$ cat src/rtl/cla_nibble_seq_if.sv
// cla_nibble_seq_if: request-side bundle between a requester (master) and the nibble-serial adder (slave)
interface cla_nibble_seq_if #(parameter int WIDTH = 16);
  logic             start;
  logic             op_sub;
  logic [WIDTH-1:0] a;
  logic [WIDTH-1:0] b;
  logic             busy;
  logic             done;
  logic [WIDTH-1:0] sum;
  logic             cout;
  logic             ovf;
  modport master(output start, op_sub, a, b, input busy, done, sum, cout, ovf);
  modport slave(input start, op_sub, a, b, output busy, done, sum, cout, ovf);
endinterface

$ cat src/rtl/cla_nibble_seq.sv
// cla_nibble_seq: WIDTH-bit add/sub by stepping one shared 4-bit CLA slice LSB nibble first
// Ports: clk, rst (async, active-high); req (start/op_sub/a/b in, busy/done/sum/cout/ovf out);
//        slice_x/slice_y/slice_c0 drive the external slice, slice_s/slice_c4 return from it.
module cla_nibble_seq #(
  parameter int WIDTH = 16,
  localparam int NIB = WIDTH / 4
) (
  input  logic                clk,
  input  logic                rst,
  cla_nibble_seq_if.slave     req,
  output logic [3:0]          slice_x,
  output logic [3:0]          slice_y,
  output logic                slice_c0,
  input  logic [3:0]          slice_s,
  input  logic                slice_c4
);
  localparam int IW = NIB > 1 ? $clog2(NIB) : 1;
  typedef enum logic [1:0] {IDLE, RUN, DONE} state_t;
  state_t           state, state_n;
  logic [IW-1:0]    idx;
  logic [WIDTH-1:0] a_r, b_r, sum_r;
  logic             carry, cout_r, ovf_r;
  logic             accept, last;
  assign accept = req.start && state != RUN;
  assign last   = idx == IW'(NIB - 1);
  always_comb begin
    state_n  = accept ? RUN : state == RUN ? (last ? DONE : RUN) : IDLE;
    slice_x  = state == RUN ? a_r[{idx, 2'b00} +: 4] : 4'h0;
    slice_y  = state == RUN ? b_r[{idx, 2'b00} +: 4] : 4'h0;
    slice_c0 = state == RUN ? carry : 1'b0;
  end
  always_ff @(posedge clk or posedge rst) begin
    if (rst) begin
      state  <= IDLE;
      idx    <= '0;
      a_r    <= '0;
      b_r    <= '0;
      carry  <= 1'b0;
      sum_r  <= '0;
      cout_r <= 1'b0;
      ovf_r  <= 1'b0;
    end else begin
      state <= state_n;
      if (accept) begin
        a_r   <= req.a;
        b_r   <= req.op_sub ? ~req.b : req.b;
        carry <= req.op_sub;
        idx   <= '0;
      end else if (state == RUN) begin
        sum_r[{idx, 2'b00} +: 4] <= slice_s;
        carry <= slice_c4;
        idx   <= idx + IW'(1);
        if (last) begin
          cout_r <= slice_c4;
          // slice_s[3] is the final sum MSB, landing this same edge
          ovf_r  <= (a_r[WIDTH-1] == b_r[WIDTH-1]) && (slice_s[3] != a_r[WIDTH-1]);
        end
      end
    end
  end
  assign req.busy = state == RUN;
  assign req.done = state == DONE;
  assign req.sum  = sum_r;
  assign req.cout = cout_r;
  assign req.ovf  = ovf_r;
endmodule

$ cat src/flat_wrapper.sv
// flat-port wrapper written by rule: the top's interface ports become plain ports
module cla_nibble_seq_flat 
#(
  parameter int WIDTH = 16,
  localparam int NIB = WIDTH / 4
)
  (clk, rst, slice_x, slice_y, slice_c0, slice_s, slice_c4, req_start, req_op_sub, req_a, req_b, req_busy, req_done, req_sum, req_cout, req_ovf);
  cla_nibble_seq_if #(.WIDTH(WIDTH)) req_i ();
  input  logic clk;
  input  logic rst;
  output logic [3:0] slice_x;
  output logic [3:0] slice_y;
  output logic slice_c0;
  input  logic [3:0] slice_s;
  input  logic slice_c4;
  input wire logic [$bits(req_i.start)-1:0] req_start;
  input wire logic [$bits(req_i.op_sub)-1:0] req_op_sub;
  input wire logic [$bits(req_i.a)-1:0] req_a;
  input wire logic [$bits(req_i.b)-1:0] req_b;
  output wire logic [$bits(req_i.busy)-1:0] req_busy;
  output wire logic [$bits(req_i.done)-1:0] req_done;
  output wire logic [$bits(req_i.sum)-1:0] req_sum;
  output wire logic [$bits(req_i.cout)-1:0] req_cout;
  output wire logic [$bits(req_i.ovf)-1:0] req_ovf;
  assign req_i.start = req_start;
  assign req_i.op_sub = req_op_sub;
  assign req_i.a = req_a;
  assign req_i.b = req_b;
  assign req_busy = req_i.busy;
  assign req_done = req_i.done;
  assign req_sum = req_i.sum;
  assign req_cout = req_i.cout;
  assign req_ovf = req_i.ovf;
  cla_nibble_seq #(.WIDTH(WIDTH)) u_core (.clk(clk), .rst(rst), .req(req_i), .slice_x(slice_x), .slice_y(slice_y), .slice_c0(slice_c0), .slice_s(slice_s), .slice_c4(slice_c4));
endmodule
$ cat config.mk
export PLATFORM = sky130hd
export DESIGN_NAME = cla_nibble_seq_flat
export DESIGN_NICKNAME = d
export VERILOG_FILES = /design/src/rtl/cla_nibble_seq_if.sv /design/src/rtl/cla_nibble_seq.sv /design/src/flat_wrapper.sv
export SDC_FILE = /design/constraint.sdc
export NUM_CORES = 1
export LEC_CHECK = 0
export BUFFER_PORTS_ARGS = -buffer_cell sky130_fd_sc_hd__buf_2
export CORE_MARGIN = 8
export CORE_UTILIZATION = 52
export CTS_BUF_LIST = sky130_fd_sc_hd__clkbuf_16
export DETAILED_ROUTE_END_ITERATION = 8
export PLACE_DENSITY = 0.79
export SYNTH_ARGS = -nofsm -noshare
export SYNTH_HDL_FRONTEND = slang
export SYNTH_SLANG_ARGS = --single-unit
$ cat constraint.sdc
create_clock -name clk -period 2.65 [get_ports clk]
set_input_delay 0.1325 -clock clk [delete_from_list [all_inputs] [get_ports clk]]
set_output_delay 0.1325 -clock clk [all_outputs]
set_load 0.02 [all_outputs]
* Yosys cells after proc, flatten, opt, wreduce, memory -nomap -nowiden
Index checks and enable logic that the tools add are counted. Widths: inputs -> output; s select.
Word-level totals: flip-flop bits (word level) 55, word-level logic and storage cells 39, output and inout bits 29, bits of input ports 41
Operators by class: add/subtract/negate cells 2, shift operators 4, bitwise operators 2, multiplexer cells 12, eq/ne operators 6, reduce and logical (&&, ||, !) cells 5
Operator list (number):
- $shiftx 16x5->4 | 2
- $bwmux 16 | 1
- $mux 16 | 1
- $not 16->16 | 1
- $shift 4x6->16 const A | 1
- $shiftx 4x6->16 | 1
- $mux 2 | 5
- $mux 4 | 2
- $neg 4->6 | 1
- $eq 2x2->1 const B | 2
- $mux 1 | 3
- $reduce_and 3->1 | 1
- $add 2x1->2 const B | 1
- $eq 2x1->1 const B | 1
- $logic_and 1x1->1 | 2
- $ne 2x1->1 const B | 1
- $reduce_and 2->1 | 1
- $reduce_bool 2->1 | 1
- $eq 1x1->1 | 1
- $ne 1x1->1 | 1
- $not 1->1 | 1

* Longest topological paths before layout
word-level depth 4, mapped depth 7

* Worst setup path after synthesis
OpenSTA, ideal clock, no wires.
path type register -> register, start point reg u_core.idx[1], end point reg u_core.sum_r[10] (netlist: u_core.req.sum[10]), setup slack 0.763 ns, arrival time 1.803 ns, data required time 2.566 ns, clock period less this slack 1.887 ns, cell stages (with the launch flop) 7, library setup time 0.084 ns, path buffers 1, cell sequence dfrtp_1 > clkbuf_1 > inv_1 > ha_1 > nor4b_1 > nand2_1 > o21ai_0
Between the ends: cells in the longest elaborated chain, start to end 3, elaborated cells between the ends (all ways) 4, those cells by class add/sub: 1; shift: 2; mux: 1
Ends and longest elaborated chain:
- from (decl) | line cla_nibble_seq.sv:20 | logic [IW-1:0] idx;
- from (signal assigned) | line cla_nibble_seq.sv:52 | idx <= idx + IW'(1);
- $neg 4->6 * | line cla_nibble_seq.sv:50 | sum_r[{idx, 2'b00} +: 4] <= slice_s;
- $shiftx 4x6->16 or $shift 4x6->16 (tied branches) | line cla_nibble_seq.sv:50
- $bwmux 16 * | line cla_nibble_seq.sv:50
- to (signal, indexed assignment) | line cla_nibble_seq.sv:50
- to (decl) | line cla_nibble_seq.sv:21 | logic [WIDTH-1:0] a_r, b_r, sum_r;
Mark *: on every way between the ends. The rest lies on a longest branch, timed or not. A chain may end at the register's enable or synchronous reset.

* Final worst setup path
start point reg u_core.state[1], end point out slice_c0
Between the ends: cells in the longest elaborated chain, start to end 2
Ends and longest elaborated chain:
- from (decl) | line cla_nibble_seq.sv:19 | state_t state, state_n;
- from (signal assigned) | line cla_nibble_seq.sv:43 | state <= state_n;
- $eq 2x1->1 | line cla_nibble_seq.sv:30 | slice_c0 = state == RUN ? carry : 1'b0;
- $mux 1 | line cla_nibble_seq.sv:30
- to (decl) | line flat_wrapper.sv:13 | output logic slice_c0;
Every way passes these cells.

==> impl_metrics.csv <==
group,metric,value,unit
timing,rsz0062_at_grt,"no",
finish,layout_commonest_cell,"buf_2",
floorplan,die_y,87.89,µm
floorplan,die_w,87.89,µm
timing,hold_slack,0.06754,ns
outcome,outcome,"complete, no violations",
clocking,numCtsBuffers,5,
finish,final_cell_mix,"buf_2, dfrtp_1, a21oi_1",
timing,relSlewSlack,0.5689,
logic_synthesis,synth_nets,263,
floorplan,die-area,7725,µm²
clocking,cts_resized,0,
route,drt_iter0_drc,81,
route,wl_met3,406,µm
logic_synthesis,syn_inst,217,
route,antenna_left,0,
timing,finalCritPeriodShare,0.8164,
place,io_buffers,69,
finish,finalNetCount,332,
clocking,clk_latency,0.29,ns
timing,min_period,2.163,ns
route,drc,0,
timing,fin_setup_tns,0,ns
logic_synthesis,yosys_warnings,0,
clocking,path_clk_slew,0.07,ns
timing,worst_slew_pin_slew,0.6377,ns
route,drt-pass1-iter-count,4,
logic_synthesis,ys_seq_area_frac,0.5121,
route,wl_met1,2532,µm
power,power.leakage,1.515,nW
grt,grt_pass1_wl,9411,µm
hold_path,worstHoldPathType,"in2reg",
floorplan,core_area,5042,µm²
clocking,cts_tree,"yes",
clocking,h-tree-depth,2,
critical_path,critPathSlowestCell,"nand2b_1",
critical_path,cp-start-kind,"flip-flop",
critical_path,critPathKind,"reg2out",
finish,drive_gt1_frac,0.3868,
critical_path,max_stage_delay,0.53,ns
route,vias,1882,
route,vias_per_cell,5.272,
route,route.met2.wl,2708,µm
timing,fmax,462.2,MHz
place,hpwl,4230,µm
critical_path,path_cells,"nand2b_1 -> inv_1 -> and2_1 -> buf_2",
logic_synthesis,synth.cell_area,2688,µm²
finish,syn_to_final_growth,19.37,%
power,power,4.148,mW
timing,drv_slew,0,
floorplan,rows,26,
critical_path,worstPathRequired,2.52,ns
grt,grt_antenna_before_repair,0,
logic_synthesis,ys_ff_latch,55,
grt,grt_usage,0.1556,
floorplan,start_util,0.5330,
power,vdd_ir_drop_max,630.1,µV
timing,fin_skew,0.004061,ns
logic_synthesis,avgSynthCellArea,12.39,µm²
critical_path,crit_fanout,18,
clocking,root_buffer,"clkbuf_16",
power,p_per_area,1293,nW/µm²
critical_path,end_kind,"output pin",
timing,hold_viol_final,0,
finish,num_antenna_cells,0,
place,gp_congestion,0.7608,
route,routed_wirelength,5704,µm
logic_synthesis,synth.distinct_cells,27,
grt,grt_pass1_vias,2013,
floorplan,pin_count,70,
grt,grt-ovfl-total,0,
route,routedWlPerCell,15.98,µm
clocking,cts_sinks,55,
finish,num-fill-cells,422,
route,routed.top_layer,"met4",
timing,setup_violations,0,
critical_path,crit_arrival,2.03,ns
job,max-cap-violations,0,
clocking,clk_path_buf_depth,2,
grt,grt_max_degree,37,
cell usage after synthesis:
cell       n  share of area
a21oi_1   33          0.061
nor4b_1    1         0.0033
clkbuf_1   5         0.0070
mux2_2     5          0.021
nor2_1     4         0.0056
inv_1      5         0.0070
a22o_1     8          0.026
nor2b_1    1         0.0023
and2_1    10          0.023
mux2_4    13          0.073
buf_6      5          0.021
nand2b_1   1         0.0023
nor4b_2    2          0.011
ha_1       5          0.023
and3b_1    1         0.0033
mux2i_1    1         0.0037
nand3b_1   4          0.011
xnor2_1   16          0.052
dfrtp_1   55           0.51
and4bb_2   1         0.0047
o21ai_0   10          0.019
o31ai_1    1         0.0028
buf_8      1         0.0056
nand2_1   19          0.027
mux4_2     7          0.059
mux4_1     1         0.0098
buf_2      2         0.0037
layout make-up:
cell class / count / area [µm²] / area share
Clock buffer: 5 / 125.1 / 0.03900
Clock inverter: 3 / 15.01 / 0.004680
Inverter: 5 / 18.77 / 0.005850
Multi-Input combinational cell: 144 / 1192 / 0.3717
Sequential cell: 55 / 1376 / 0.4290
Tap cell: 70 / 87.58 / 0.02730
Timing Repair Buffer: 75 / 392.9 / 0.1225
cell families after synthesis:
logic type / after synthesis / synth area share
flip-flops: 55 / 0.5121
AO/OA/AOI/OAI: 52 / 0.1089
AND/OR/NAND/NOR: 44 / 0.09358
multiplexers: 27 / 0.1657
buffers and inverters: 18 / 0.04423
XOR/XNOR: 16 / 0.05214
adder cells (fa/ha/maj): 5 / 0.02328
metrics by stage:
step / std cells / util / setup WS (ns) / cell area (µm²)
3_3_place_gp: 348 / 0.6065 / 0.7834 / 3058
6_report: 357 / 0.6362 / 0.4866 / 3208
2_1_floorplan: 217 / - / 0.7631 / 2688
5_1_grt: 357 / 0.6362 / 0.3397 / 3208
3_5_place_dp: 348 / 0.6065 / 0.7118 / 3058
4_1_cts: 357 / 0.6362 / 0.4780 / 3208
sequential cells by signal, summed over array words and instances (netlist names):
register and count:
u_core.b_r 16, u_core.a_r 16, u_core.idx 2, u_core.state 2
u_core.req.sum 16, u_core.req.cout 1, u_core.carry 1, u_core.req.ovf 1
path summary, 6_finish.rpt:
path | from | endpoint | slack (ns) | cells after the start
max | u_core.state[1] | slice_c0 | 0.49 | 4
min | req_a[4] | u_core.a_r[4] | 0.07 | 2
max reg2reg | u_core.idx[0] | u_core.req.sum[8] | 0.65 | 5
min reg2reg | u_core.req.ovf | u_core.req.ovf | 0.49 | 2
max in group asynchronous | rst | u_core.a_r[2] | 1.49 | 4
min in group asynchronous | rst | u_core.req.sum[8] | 0.38 | 3
worst max-delay path, delay by kind of cell (launching register included):
family,cells,cell delay (ns)
flops,1,0.39
simple gates,2,0.80
buf+inv,2,0.55
report_power, final:
part	internal (mW)	switching (mW)	leakage (nW)
logic	0.938	1.08	0.772
clock network	0.345	0.283	0.0733
registers	1.25	0.252	0.670
what timing repair did:
item	4_1_cts	5_1_grt
endpoints found under the hold margin	19	0
hold buffers	1	0
setup buffers	0	0
layer usage:
metal,GRT usage,vias up
met1,0.1983,908
met5,0,-
met4,0.04219,0
li1,-,902
met2,0.2483,66
met3,0.04878,6
Note: power is estimated with default switching activity, not from simulation.
